$ cat src/rtl/easyaxi_txn_sched.sv
// Burst scheduler for the EasyAXI master core: issues NUM_TXN write bursts, drains their
// completions, then issues and drains the matching read bursts, bounded by MAX_OUTST in flight.
module easyaxi_txn_sched #(
  parameter int                ADDR_W    = 32,
  parameter int                LEN_W     = 8,
  parameter int                NUM_TXN   = 4,
  parameter int                MAX_OUTST = 2,
  parameter logic [ADDR_W-1:0] BASE_ADDR = 32'h0000_0000,
  parameter logic [ADDR_W-1:0] ADDR_STEP = 32'h0000_0100,
  parameter logic [LEN_W-1:0]  BURST_LEN = 8'd3
) (
  input  logic              clk,
  input  logic              rst,
  input  logic              enable,
  output logic              done,
  output logic              error,
  output logic              cmd_valid,
  input  logic              cmd_ready,
  output logic              cmd_write,
  output logic [ADDR_W-1:0] cmd_addr,
  output logic [LEN_W-1:0]  cmd_len,
  input  logic              cpl_valid,
  input  logic              cpl_write,
  input  logic [1:0]        cpl_resp
);

  typedef enum logic [2:0] {
    S_IDLE, S_WR_ISSUE, S_WR_DRAIN, S_RD_ISSUE, S_RD_DRAIN, S_DONE
  } state_t;

  localparam logic [7:0] NUM_C = 8'(NUM_TXN);
  localparam logic [3:0] MAX_C = 4'(MAX_OUTST);

  state_t            state_q, state_d;
  logic [7:0]        issued_q, issued_d;
  logic [7:0]        completed_q, completed_d;
  logic [3:0]        outst_q, outst_d;
  logic              done_q, done_d;
  logic              error_q, error_d;
  logic              cmd_valid_q, cmd_valid_d;
  logic              cmd_write_q, cmd_write_d;
  logic [ADDR_W-1:0] cmd_addr_q, cmd_addr_d;
  logic [LEN_W-1:0]  cmd_len_q, cmd_len_d;

  logic hs, phase_wr, phase_rd, cpl_ok, cpl_spur, start;

  always_comb begin
    hs       = cmd_valid_q & cmd_ready;
    phase_wr = (state_q == S_WR_ISSUE) || (state_q == S_WR_DRAIN);
    phase_rd = (state_q == S_RD_ISSUE) || (state_q == S_RD_DRAIN);
    cpl_ok   = cpl_valid && (outst_q != 4'd0) &&
               ((phase_wr && cpl_write) || (phase_rd && !cpl_write));
    cpl_spur = cpl_valid && !cpl_ok;
    start    = (state_q == S_IDLE) && enable;

    state_d     = state_q;
    issued_d    = issued_q + {7'd0, hs};
    completed_d = completed_q + {7'd0, cpl_ok};
    outst_d     = outst_q + {3'd0, hs} - {3'd0, cpl_ok};
    cmd_addr_d  = hs ? (cmd_addr_q + ADDR_STEP) : cmd_addr_q;
    cmd_write_d = cmd_write_q;
    cmd_len_d   = cmd_len_q;
    // A spurious completion arriving on the start cycle still flags the new run.
    error_d     = (start ? 1'b0 : error_q) | cpl_spur | (cpl_ok && (cpl_resp != 2'b00));

    case (state_q)
      S_IDLE: begin
        if (enable) begin
          state_d     = S_WR_ISSUE;
          issued_d    = 8'd0;
          completed_d = 8'd0;
          outst_d     = 4'd0;
          cmd_addr_d  = BASE_ADDR;
          cmd_write_d = 1'b1;
          cmd_len_d   = BURST_LEN;
        end
      end
      S_WR_ISSUE: begin
        if (issued_d == NUM_C) state_d = S_WR_DRAIN;
      end
      S_WR_DRAIN: begin
        if (completed_q == NUM_C) begin
          state_d     = S_RD_ISSUE;
          issued_d    = 8'd0;
          completed_d = 8'd0;
          outst_d     = 4'd0;
          cmd_addr_d  = BASE_ADDR;
          cmd_write_d = 1'b0;
        end
      end
      S_RD_ISSUE: begin
        if (issued_d == NUM_C) state_d = S_RD_DRAIN;
      end
      S_RD_DRAIN: begin
        if (completed_q == NUM_C) state_d = S_DONE;
      end
      S_DONE: begin
        if (!enable) state_d = S_IDLE;
      end
      default: state_d = S_IDLE;
    endcase

    // Valid is derived from next-state registers only, so it never follows cmd_ready.
    cmd_valid_d = ((state_d == S_WR_ISSUE) || (state_d == S_RD_ISSUE)) &&
                  (issued_d < NUM_C) && (outst_d < MAX_C);
    done_d      = (state_d == S_DONE);
  end

  always_ff @(posedge clk) begin
    if (rst) begin
      state_q     <= S_IDLE;
      issued_q    <= 8'd0;
      completed_q <= 8'd0;
      outst_q     <= 4'd0;
      done_q      <= 1'b0;
      error_q     <= 1'b0;
      cmd_valid_q <= 1'b0;
      cmd_write_q <= 1'b0;
      cmd_addr_q  <= '0;
      cmd_len_q   <= '0;
    end else begin
      state_q     <= state_d;
      issued_q    <= issued_d;
      completed_q <= completed_d;
      outst_q     <= outst_d;
      done_q      <= done_d;
      error_q     <= error_d;
      cmd_valid_q <= cmd_valid_d;
      cmd_write_q <= cmd_write_d;
      cmd_addr_q  <= cmd_addr_d;
      cmd_len_q   <= cmd_len_d;
    end
  end

  assign done      = done_q;
  assign error     = error_q;
  assign cmd_valid = cmd_valid_q;
  assign cmd_write = cmd_write_q;
  assign cmd_addr  = cmd_addr_q;
  assign cmd_len   = cmd_len_q;

endmodule

$ cat config.mk
export PLATFORM = sky130hd
export DESIGN_NAME = easyaxi_txn_sched
export DESIGN_NICKNAME = d
export VERILOG_FILES = /design/src/rtl/easyaxi_txn_sched.sv
export SDC_FILE = /design/constraint.sdc
export NUM_CORES = 1
export LEC_CHECK = 0
export CAP_MARGIN = 20
export CORE_ASPECT_RATIO = 1.25
export CORE_MARGIN = 4
export CORE_UTILIZATION = 35
export CTS_BUF_LIST = sky130_fd_sc_hd__clkbuf_16
export CTS_CLUSTER_SIZE = 10
export DETAILED_ROUTE_END_ITERATION = 7
export PLACE_DENSITY_LB_ADDON = 0.15
export SLEW_MARGIN = 40
export SYNTH_ARGS = -nofsm -noshare
export SYNTH_HDL_FRONTEND = slang
export SYNTH_SLANG_ARGS = --single-unit
export TNS_END_PERCENT = 50
$ cat constraint.sdc
create_clock -name clk -period 3.3 [get_ports clk]
set_input_delay 0.66 -clock clk [delete_from_list [all_inputs] [get_ports clk]]
set_output_delay 0.66 -clock clk [all_outputs]
set_load 0.02 [all_outputs]
**Word-level counts from Yosys, hierarchy flattened**

Index checks and enable logic that the tools add are counted.

- Bits in registers: 60
- Output and inout port bits: 44

- Add/sub/neg operators: 5
- Order comparisons: 2
- Equal/unequal tests: 12
- Mux-type cells: 24
- Bitwise operators: 3
- Reductions and logical operators: 21

Operators by type and width:

| cell | number |
|---|---|
| $mux W32 | 3 |
| $pmux W32 S2 | 1 |
| $add A32 B9 Y32 const B | 1 |
| $mux W8 | 4 |
| $pmux W8 S2 | 2 |
| $mux W3 | 6 |
| $pmux W3 S6 | 1 |
| $add A8 B1 Y8 | 2 |
| $eq A8 B3 Y1 const B | 2 |
| $eq A3 B2 Y1 const B | 3 |
| $eq A3 B3 Y1 const B | 3 |
| $logic_and A1 B1 Y1 | 9 |
| $lt A8 B3 Y1 const B | 1 |
| $mux W4 | 2 |
| $pmux W4 S2 | 1 |
| $eq A3 B1 Y1 const B | 2 |
| $add A4 B1 Y4 | 1 |
| $logic_or A1 B1 Y1 | 4 |
| $lt A4 B2 Y1 const B | 1 |
| $reduce_bool A2 Y1 | 2 |
| $reduce_bool A4 Y1 | 1 |
| $sub A4 B1 Y4 | 1 |
| $logic_not A3 Y1 | 1 |
| $mux W1 | 3 |
| 8 further kinds | 10 |

**Depth between registers and ports, before layout**

- Depth in word-level cells: 10
- Mapped depth: 15
- Depth with buffers taken out: 14

**Worst setup path before layout**

OpenSTA, ideal clock, no wires.

- Path kind: input -> register
- From: in cpl_write
- To: reg cmd_valid_q (netlist: cmd_valid)
- Data arrival time: 2.637 ns
- Required time: 3.209 ns
- Setup slack: 0.572 ns
- Stages on the path: 14
- Buffers on the path: 0
- Path through: and3b_1 > a21oi_1 > o32ai_1 > nand3_1 > inv_1 > ha_1 > inv_1 > ha_1 > inv_1 > fa_1 > xor2_1 > nand4_1 > o21ai_0 > nor4bb_1

- Word-level cells in the longest chain between the ends: 9

Ends and longest elaborated chain:

| what | line | text |
|---|---|---|
| start, declared | 23 | `input logic cpl_write,` |
| $logic_not A1 Y1 | 52 | `((phase_wr && cpl_write) \|\| (phase_rd && !cpl_write));` |
| $logic_and A1 B1 Y1 | 52 |  |
| $logic_or A1 B1 Y1 * | 52 |  |
| $logic_and A1 B1 Y1 * | 51 | `cpl_ok = cpl_valid && (outst_q != 4'd0) &&` |
| $sub A4 B1 Y4 * | 59 | `outst_d = outst_q + {3'd0, hs} - {3'd0, cpl_ok};` |
| $mux W4 (on tied branches) | 82, 68 |  |
| $pmux W4 S2 * | 66 | `case (state_q)` |
| $lt A4 B2 Y1 * | 105 | `(issued_d < NUM_C) && (outst_d < MAX_C);` |
| $logic_and A1 B1 Y1 * | 105 |  |
| end signal, assigned | 128 | `cmd_valid_q <= cmd_valid_d;` |
| end, declared | 40 | `logic cmd_valid_q, cmd_valid_d;` |

Mark *: on every way between the ends. The rest lies on a longest branch, timed or not.
A chain may end at the register's enable or synchronous reset.

**Worst setup path after layout**

Same ends and word-level chain as after synthesis.

==> results.toml <==
[hold_path]
whs_endpoint = "error$_SDFF_PP0_"
hp-class = "flip-flop to flip-flop"
worstHoldStart = "error$_SDFF_PP0_"
hold_depth = 2

[drt]
drcViolationCount = 0
routedWlPerCell_um = 11.3
dr.pass1.iters = 4
final_antenna_net_count = 0
drt_wl_total_um = 4750
m1WireLength_um = 2340
highest_layer = "met4"
wl_met2_um = 2140
met3WireLength_um = 210
routed_via_density = 4.56
drt-initial-drc-count = 82
vias = 1919

[synth]
synth_seq_cells = 52
synth_top_flop_cell = "dfxtp_1"
async_flop_share_pct = 0
ys_types = 45
netlist.area_leader.share_pct = 40.8
ys_seq_area_share_pct = 40.8
synth_top_cell_by_area = "dfxtp_1"
ys_warn_count = 0
synth_area_leaders = "dfxtp_1, nor2_1, xor2_1"
yosysMostFrequentCell = "nor2_1"
netlist_area_um2 = 2550
synth_edf_count = 0
syn_area_per_cell_um2 = 8.84
synth_common_cells = "nor2_1, dfxtp_1, xor2_1"
postSynthCellCount = 289

[global_routing]
antenna_found_initial = 0
grt_max_degree = 45
grt_pass1_vias = 1820
grt_pass1_wl_um = 8250
grt_overflow = 0
grt_usage_pct = 11.2

[setup_path]
start_kind = "input pin"
worstPathArrival_ns = 3.25
worstRegToRegCells = 13
worst-r2r-setup-slack_ns = 0.56
path_class = "input pin to flip-flop"
reg2reg_from = "state_q[0]$_SDFF_PP0_"
timing.rr.end = "cmd_valid$_SDFF_PP0_"
endpoint_kind = "flip-flop"
required_ns = 3.49
cp_max_fo = 3

[clock_tree]
post-cts-setup-buffers = 0
cts_tree = "yes"
cts.htree.levels = 2
path_clk_slew_ns = 0.06
clkLatencyLatePin_ns = 0.28
cts_buffers = 5
clockRootBuffer = "clkbuf_16"
cts.sinks = 52
clk_path_buf_depth = 2

[die]
die_w_um = 84.4
pin_count = 52
start_util_pct = 36.4
core-area_um2 = 7020
die-area_um2 = 8740
die_y_um = 104
fp-row-count = 34

[timing]
maxSlewViolCount = 0
fin_ws_ns = 0.241
skew_ns = 0.00326
min_period_ns = 3.06
period_share_pct = 92.7
fmaxAchievable_ghz = 0.327
finalSetupViolCount = 0
tns_ns = 0
hold_viol_final = 0
grt_setup_unrepaired = "no"

[flow_run]
maxCapViolations = 0

[power]
power_mw = 1.23
powerDensity_nw_per_um2 = 392
vdd_drop_max_mv = 0.309
leakage_nw = 1.23

[place]
place_congestion = 0.753
io_buffers = 37
dp_hpwl_um = 3420
dp_slack_ns = -0.139

[cells_and_area]
syn_to_final_growth_pct = 23.1
antenna_cells = 0
layout-drive-gt1-share_pct = 9.37
fin_nets = 351

[outcome]
status = "completed"
## final cells by class
class                           count  area [um2]
Fill cell                         725        3880
Clock inverter                      2        8.76
Tap cell                           90         113
Inverter                           15        56.3
Timing Repair Buffer               47         458
Clock buffer                        5         125
Sequential cell                    52        1040
Multi-Input combinational cell    210        1340
## logic make-up after synthesis
| family | Yosys count | share of synthesized area [%] |
|---|---|---|
| buf+inv | 40 | 9.26 |
| flops | 52 | 40.8 |
| other cells | 1 | 0.147 |
| compound gates | 21 | 5.29 |
| simple gates | 127 | 26.0 |
| xor+xnor | 36 | 12.3 |
| fa+ha+maj | 12 | 6.17 |
## layer usage
layer	vias up	GRT usage (%)
met5	-	0
met2	37	18.1
met3	5	3.18
met1	871	14.6
met4	0	3.05
li1	1006	-
## sequential cells by signal, indices dropped and copies added, names as in the netlist
signal,count
cmd_addr,24
completed_q,8
issued_q,8
outst_q,4
state_q,3
cmd_len,1
cmd_valid,1
cmd_write,1
done,1
error,1
## critical path, cell delays in order
cell	delay (ns)
clkdlybuf4s50_1	0.51
xor2_1	0.15
a21oi_1	0.08
o32ai_1	0.13
nand3_1	0.13
inv_1	0.10
ha_1	0.22
inv_1	0.06
ha_1	0.15
inv_1	0.06
fa_2	0.53
nand4_1	0.07
o21ai_0	0.13
nor4bb_2	0.28
## stage by stage
| stage | area [um2] | std cells | hold WS [ns] | utilization, % |
|---|---|---|---|---|
| after floorplan | 2600 | 302 | 0.481 | - |
| after global placement | 2990 | 414 | 0.457 | 42.6 |
| after detailed placement | 2990 | 414 | 0.465 | 42.6 |
| after CTS | 3130 | 421 | 0.474 | 44.5 |
| after global routing | 3140 | 421 | 0.478 | 44.8 |
| final | 3140 | 421 | 0.475 | 44.8 |
## power by group
group	switching (mW)	internal, mW
Clock	0.210	0.273
Combinational	0.0618	0.0442
Sequential	0.00813	0.636
Total	0.279	0.953
## what timing repair did
action	CTS	global route
hold buffers	0	0
setup endpoints to repair	0	1
gates resized for setup	0	3
## cell usage in the layout (no fill, tap or decap), drive strengths merged, types with 2 or more instances in the layout
cell type / netlist / layout
a21o: 2 / 2
a21oi: 8 / 8
and3: 6 / 6
and4: 5 / 5
buf: 25 / 10
clkbuf: 0 / 5
clkdlybuf4s50: 0 / 37
conb: 1 / 14
dfxtp: 52 / 52
ha: 11 / 11
inv: 15 / 16
nand2: 20 / 20
nand2b: 2 / 2
nand3: 11 / 11
nand4: 8 / 8
nor2: 55 / 55
nor3: 5 / 5
nor4: 3 / 3
o21a: 2 / 2
o21ai: 4 / 4
or3: 5 / 5
xnor2: 13 / 13
xor2: 23 / 23
## how the worst max path moves through the flow
| stage | start | end | slack [ns] | depth (start not counted) |
|---|---|---|---|---|
| detailed placement | cpl_write | cmd_valid$_SDFF_PP0_ | -0.14 | 15 |
| global route | cpl_write | cmd_valid$_SDFF_PP0_ | 0.06 | 15 |
| global placement | cpl_write | cmd_valid$_SDFF_PP0_ | -0.03 | 15 |
| finish | cpl_write | cmd_valid$_SDFF_PP0_ | 0.24 | 14 |
| CTS | cpl_write | cmd_valid$_SDFF_PP0_ | 0.15 | 15 |
| floorplan | cpl_write | cmd_valid$_SDFF_PP0_ | 0.57 | 14 |
No activity file was read; power rests on OpenSTA's default activity.
